$ cat src/rtl/aes_pkg.sv
// aes_pkg: shared types and widths for the SubBytes scheduler
package aes_pkg;
  localparam int AES_DATA_W = 128;
  localparam int AES_WORD_W = 32;
  typedef enum logic [1:0] {ST_IDLE, ST_ISSUE, ST_WAIT, ST_RESP} sbox_state_e;
  typedef enum logic {OWN_RND, OWN_KEY} sbox_owner_e;
endpackage

$ cat src/rtl/aes_rr_arb2.sv
// aes_rr_arb2: two-way round-robin arbiter, one-hot grant (bit0 = round, bit1 = key)
module aes_rr_arb2
  import aes_pkg::*;
(
  input  logic [1:0]  req_i,
  input  sbox_owner_e last_grant_i,
  output logic [1:0]  grant_o
);
  assign grant_o = (&req_i) ? ((last_grant_i == OWN_KEY) ? 2'b01 : 2'b10) : req_i;
endmodule

$ cat src/rtl/aes_sbox_sched.sv
// aes_sbox_sched: shares one 128-bit SubBytes unit between the round datapath and key expansion
module aes_sbox_sched
  import aes_pkg::*;
#(
  parameter  int DATA_W      = AES_DATA_W,
  parameter  int WORD_W      = AES_WORD_W,
  parameter  int SUB_LATENCY = 2,
  localparam int CNT_W       = $clog2(SUB_LATENCY + 1)
) (
  input  logic              clk,
  input  logic              rst,
  input  logic              rnd_req_valid,
  output logic              rnd_req_ready,
  input  logic [DATA_W-1:0] rnd_req_data,
  output logic              rnd_rsp_valid,
  input  logic              rnd_rsp_ready,
  output logic [DATA_W-1:0] rnd_rsp_data,
  input  logic              key_req_valid,
  output logic              key_req_ready,
  input  logic [WORD_W-1:0] key_req_word,
  output logic              key_rsp_valid,
  input  logic              key_rsp_ready,
  output logic [WORD_W-1:0] key_rsp_word,
  output logic              sub_en,
  output logic [DATA_W-1:0] sub_data_in,
  input  logic [DATA_W-1:0] sub_data_out,
  output logic              busy
);
  sbox_state_e       state_q, state_d;
  sbox_owner_e       owner_q, owner_d, last_q, last_d;
  logic [CNT_W-1:0]  cnt_q, cnt_d;
  logic [DATA_W-1:0] op_q, op_d, res_q, res_d;
  logic [1:0]        grant;
  aes_rr_arb2 u_arb (
    .req_i        ({key_req_valid, rnd_req_valid}),
    .last_grant_i (last_q),
    .grant_o      (grant)
  );
  always_comb begin
    state_d       = state_q;
    owner_d       = owner_q;
    last_d        = last_q;
    cnt_d         = cnt_q;
    op_d          = op_q;
    res_d         = res_q;
    rnd_req_ready = 1'b0;
    key_req_ready = 1'b0;
    rnd_rsp_valid = 1'b0;
    key_rsp_valid = 1'b0;
    sub_en        = 1'b0;
    case (state_q)
      ST_IDLE: begin
        rnd_req_ready = grant[0];
        key_req_ready = grant[1];
        if (|grant) begin
          op_d    = grant[0] ? rnd_req_data : {{(DATA_W-WORD_W){1'b0}}, key_req_word};
          owner_d = grant[0] ? OWN_RND : OWN_KEY;
          last_d  = owner_d;
          state_d = ST_ISSUE;
        end
      end
      ST_ISSUE: begin
        sub_en  = 1'b1;
        cnt_d   = CNT_W'(SUB_LATENCY - 1);
        state_d = ST_WAIT;
      end
      ST_WAIT: begin
        sub_en  = 1'b1;
        cnt_d   = (cnt_q == '0) ? cnt_q : cnt_q - 1'b1;
        res_d   = (cnt_q == '0) ? sub_data_out : res_q;
        state_d = (cnt_q == '0) ? ST_RESP : ST_WAIT;
      end
      ST_RESP: begin
        rnd_rsp_valid = owner_q == OWN_RND;
        key_rsp_valid = owner_q == OWN_KEY;
        // only the owner's ready can retire the response
        if ((owner_q == OWN_RND) ? rnd_rsp_ready : key_rsp_ready) state_d = ST_IDLE;
      end
      default: state_d = ST_IDLE;
    endcase
  end
  always_ff @(posedge clk or negedge rst) begin
    if (!rst) begin
      state_q <= ST_IDLE;
      owner_q <= OWN_RND;
      last_q  <= OWN_KEY;
      cnt_q   <= '0;
      op_q    <= '0;
      res_q   <= '0;
    end else begin
      state_q <= state_d;
      owner_q <= owner_d;
      last_q  <= last_d;
      cnt_q   <= cnt_d;
      op_q    <= op_d;
      res_q   <= res_d;
    end
  end
  assign sub_data_in  = op_q;
  assign rnd_rsp_data = res_q;
  assign key_rsp_word = res_q[WORD_W-1:0];
  assign busy         = state_q != ST_IDLE;
endmodule

$ cat config.mk
export PLATFORM = sky130hd
export DESIGN_NAME = aes_sbox_sched
export DESIGN_NICKNAME = d
export VERILOG_FILES = /design/src/rtl/aes_pkg.sv /design/src/rtl/aes_rr_arb2.sv /design/src/rtl/aes_sbox_sched.sv
export SDC_FILE = /design/constraint.sdc
export NUM_CORES = 1
export LEC_CHECK = 0
export BUFFER_PORTS_ARGS = -buffer_cell sky130_fd_sc_hd__buf_4
export CAP_MARGIN = 20
export CELL_PAD_IN_SITES_DETAIL_PLACEMENT = 1
export CELL_PAD_IN_SITES_GLOBAL_PLACEMENT = 2
export CORE_AREA = 2 2 226 228
export CTS_CLUSTER_SIZE = 24
export DETAILED_ROUTE_END_ITERATION = 12
export DIE_AREA = 0 0 228 230
export PLACE_DENSITY = 0.69
export REMOVE_ABC_BUFFERS = 1
export SYNTH_ARGS = -nofsm -noshare
export SYNTH_HDL_FRONTEND = slang
export SYNTH_SLANG_ARGS = --single-unit
$ cat constraint.sdc
create_clock -name clk -period 2.85 [get_ports clk]
set_input_delay 0.285 -clock clk [delete_from_list [all_inputs] [get_ports clk]]
set_output_delay 0.285 -clock clk [all_outputs]
set_load 0.1 [all_outputs]
Word-level counts from Yosys, hierarchy flattened --
Index checks and enable logic that the tools add are counted. W data, S select, Z words.
Word-level totals: flip-flop bits (word level) 262, input port bits 294, output and inout port bits 294, word-level logic and storage cells 41
Operators by class: add/subtract/negate cells 1, equal/unequal tests 6, mux-type cells 16, bitwise logic cells 1, reduce and logical (&&, ||, !) cells 11
Operators by type and width (count):
- $mux W128 | 1
- $mux W2 | 5
- $reduce_and A2 Y1 | 5
- $mux W1 | 8
- $pmux W2 S4 | 1
- $ne A2 B2 Y1 const B | 3
- $eq A2 B2 Y1 const B | 2
- $logic_not A2 Y1 | 2
- $pmux W2 S2 | 1
- $reduce_bool A2 Y1 | 2
- $reduce_or A2 Y1 | 2
- $eq A2 B1 Y1 const B | 1
- $sub A2 B1 Y2 const B | 1
- $not A1 Y1 | 1

Longest topological paths before layout --
word-level depth 5, mapped depth 8, gate-level depth less buffers 5

Cells and area by module --
From an unflattened synthesis, not the netlist that was laid out.
Second synthesis, totals: cell total of the unflattened synthesis 697, area, all modules 10242.3 um^2
By module, submodules not included:
- aes_sbox_sched | times used 1, cells an instance 694, area an instance 10223.6 um^2, sequential area each 6557.5 um^2
- aes_rr_arb2 | times used 1, cells an instance 3, area an instance 18.8 um^2, sequential area each 0.0 um^2

Least setup slack after synthesis --
Ideal clock, no wire load.
path kind register -> output, from register state_q[0], to output rnd_rsp_valid, arrival 1.922 ns, required time 2.565 ns, path slack 0.643 ns, cell stages (with the launch flop) 3, path buffers 0, cells stage by stage dfrtp_1 > ha_1 > nor2b_1
Between the ends: longest elaborated chain between the ends 2
RTL lines:
- start: declaration | RTL line aes_sbox_sched.sv:29 | sbox_state_e state_q, state_d;
- start signal: assignment | RTL line aes_sbox_sched.sv:91 | state_q <= state_d;
- $eq A2 B2 Y1 | RTL line aes_sbox_sched.sv:51 | case (state_q)
- $mux W1 | RTL line aes_sbox_sched.sv:51
- end: declaration | RTL line aes_sbox_sched.sv:15 | output logic rnd_rsp_valid,
No other way between the ends.

Final worst setup path --
from register state_q[0], to output busy
Between the ends: longest elaborated chain between the ends 1
RTL lines:
- $reduce_bool A2 Y1 | RTL line aes_sbox_sched.sv:102 | assign busy = state_q != ST_IDLE;
- end: declaration | RTL line aes_sbox_sched.sv:27 | output logic busy
No other way between the ends.

==> results.py <==
metrics = {
    "finish": {
        "final_common_cell": "buf_4",
        "area_growth_pct": 77.5,
        "drive_gt1_share_pct": 44.6,
        "nNetsFinal": 2067,
        "final_cell_mix": "buf_4, dlygate4sd3_1, dfrtp_1",
    },
    "detailed_routing": {
        "drt_iter0_markers": 451,
        "routed_via_density": 4.41,
        "wl_per_cell_um": 20.6,
        "num_vias": 10900,
        "postRouteAntennaNets": 0,
        "first_pass_iters": 4,
        "route.detailed.drc": 0,
        "wirelength_um": 51100,
    },
    "hold_path": {
        "holdPathStages": 3,
        "hold_class": "in2reg",
    },
    "global_route": {
        "grt_usage_pct": 18.9,
        "grt_max_degree": 84,
        "grt_pass1_wl_um": 77300,
        "grt_pass1_vias": 12300,
        "grt_antenna_before_repair": 9,
        "grt_overflow_total": 0,
    },
    "die": {
        "die_w_um": 228,
        "coreArea_mm2": 0.0499,
        "start_util_pct": 22.7,
        "top_level_ports": 588,
        "die_area_mm2": 0.0524,
        "fp-row-count": 82,
        "fp.dieH_um": 230,
    },
    "clock_network": {
        "cts_hold_buffers": 283,
        "cts_resized": 0,
        "cts.sinks": 262,
        "cts_made_buffers": 31,
        "clockBufferDepth": 3,
        "clkTransAtPathRegs_ps": 60,
        "cts_tree": "built",
        "cts-htree-levels": 1,
        "post_cts_buffers": 0,
        "clk_latency_ps": 570,
        "cts.root.buffer_cell": "clkbuf_16",
    },
    "yosys": {
        "synth_mux_area_share_pct": 12.9,
        "syn_avg_cell_area_um2": 11.8,
        "synth_top_family_by_area": "multiplexers",
        "synth-xor-area-share_pct": 0.0773,
        "synthAdderAreaFrac_pct": 0.552,
        "ys_types": 33,
        "ys_seq_area_share_pct": 57.9,
        "synth_area_mm2": 0.0113,
        "synthSimpleGateAreaFrac_pct": 8.36,
        "ys_ff_latch": 262,
        "synth_compound_area_share_pct": 10.2,
        "yosys_warnings": 0,
        "synth_cells": 961,
    },
    "sta": {
        "post-route-period-util_pct": 90.9,
        "tightest_slew_ps": 974,
        "layout_min_cycle_time_ps": 2590,
        "hold_violations": 0,
        "fin_skew_ps": 11.8,
        "max_freq_mhz": 386,
        "setup_tns_ps": 0,
        "max_slew_margin_pct": 35.1,
        "maxSlewViolCount": 0,
        "rsz0062_at_grt": "no",
        "setup_violations": 0,
    },
    "critical_path": {
        "crit_fanout": 72,
        "crit_path_cell_trace": "inv_1, ha_4, buf_12, inv_1, buf_4",
        "crit_arrival_ps": 2310,
        "critPathMaxStageDelay_ps": 420,
        "slowest_stage": "ha_4",
        "rr_worst_depth": 7,
        "cp-start-kind": "register",
        "required_ps": 2570,
        "cpMostUsedCell": "inv_1",
        "setup.worst_path.class": "reg2out",
        "crit_path_end_kind": "output port",
    },
    "place": {
        "port-buffer-count": 587,
        "gp_congestion": 0.817,
        "hpwl_um": 34300,
    },
    "job": {
        "maxCapViolCount": 0,
    },
    "status": {
        "status": "complete, no violations",
    },
}
cell families after synthesis:
kind of cell,after synthesis
adder cells (fa/ha/maj),5
XOR/XNOR,1
flip-flops,262
AO/OA/AOI/OAI,170
buffers and inverters,222
AND/OR/NAND/NOR,171
multiplexers,130
cell usage after synthesis:
| library cell | count | area (µm²) |
|---|---|---|
| inv_2 | 1 | 3.75 |
| a22oi_1 | 1 | 7.51 |
| nand2b_2 | 1 | 8.76 |
| nor2_1 | 33 | 124 |
| o21ai_0 | 33 | 165 |
| a21oi_1 | 2 | 10.0 |
| o21a_1 | 1 | 7.51 |
| buf_1 | 2 | 7.51 |
| a21oi_2 | 1 | 8.76 |
| a21o_1 | 3 | 22.5 |
| nor2b_1 | 1 | 6.26 |
| a31oi_1 | 32 | 200 |
| o31ai_1 | 96 | 721 |
| buf_4 | 38 | 285 |
| mux2i_1 | 1 | 10.0 |
| dfstp_2 | 1 | 26.3 |
| buf_2 | 37 | 185 |
| nor3b_1 | 1 | 7.51 |
| mux2_2 | 129 | 1450 |
| clkbuf_1 | 27 | 101 |
| dfrtp_1 | 261 | 6530 |
| nand3_1 | 32 | 160 |
| nand2_1 | 3 | 11.3 |
| ha_1 | 5 | 62.6 |
| nor3_1 | 1 | 5.00 |
| buf_6 | 15 | 169 |
| nand3_2 | 1 | 10.0 |
| and2_1 | 1 | 6.26 |
| and2b_1 | 1 | 7.51 |
| inv_1 | 102 | 383 |
| a2bb2oi_1 | 1 | 8.76 |
| nand4_1 | 96 | 601 |
| xor2_1 | 1 | 8.76 |
through the flow:
step	hold WS, ps	instance area (µm²)	instances	utilization [%]	worst slack [ps]
after floorplan	-10.6	10600	842	-	-2950
after global placement	333	16200	2124	32.4	769
after detailed placement	340	16200	2124	32.4	703
after CTS	0.00411	20100	2465	40.3	230
after global routing	21.2	20100	2474	40.3	118
final	28.9	20100	2475	40.3	260
path summary, 6_finish.rpt:
kind / start / end / slack (ps)
max: state_q[0] / busy / 260
min: rnd_req_data[95] / sub_data_in[95] / 30
max reg2reg: state_q[0] / sub_data_in[12] / 370
min reg2reg: cnt_q[1] / cnt_q[1] / 480
max in group asynchronous: rst / rnd_rsp_data[116] / 1680
min in group asynchronous: rst / rnd_rsp_data[109] / 300
critical path, delay by kind of cell, from the launching register on:
kind,cells,cell delay [ps]
DFF,1,410
adders and majority gates,1,420
buffers and inverters,4,800
area by class of cell:
cell class	count	area, µm²
clock inverters	10	133
fillers	5560	29800
clock buffers	48	950
inverters	103	388
repair buffers	893	7540
flip-flops and latches	262	6560
well taps	672	841
multi-input cells	477	3670
diodes	10	25.0
layer usage:
| metal | global-route usage [%] | up-vias | part of all wire (%) |
|---|---|---|---|
| met2 | 34.2 | 408 | 52 |
| met5 | 0 | - | 0 |
| met1 | 21.7 | 5422 | 39 |
| met4 | 5.51 | 0 | 2.3 |
| met3 | 5.41 | 66 | 7.3 |
| li1 | - | 5014 | - |
sequential cells by signal, indices dropped and copies added (netlist names):
name / count
sub_data_in: 128
cnt_q: 2
last_q: 1
state_q: 2
rnd_rsp_data: 128
owner_q: 1
Power is not shown: default switching activity piles up to over one toggle a cycle in this logic, so the estimate is an artifact.
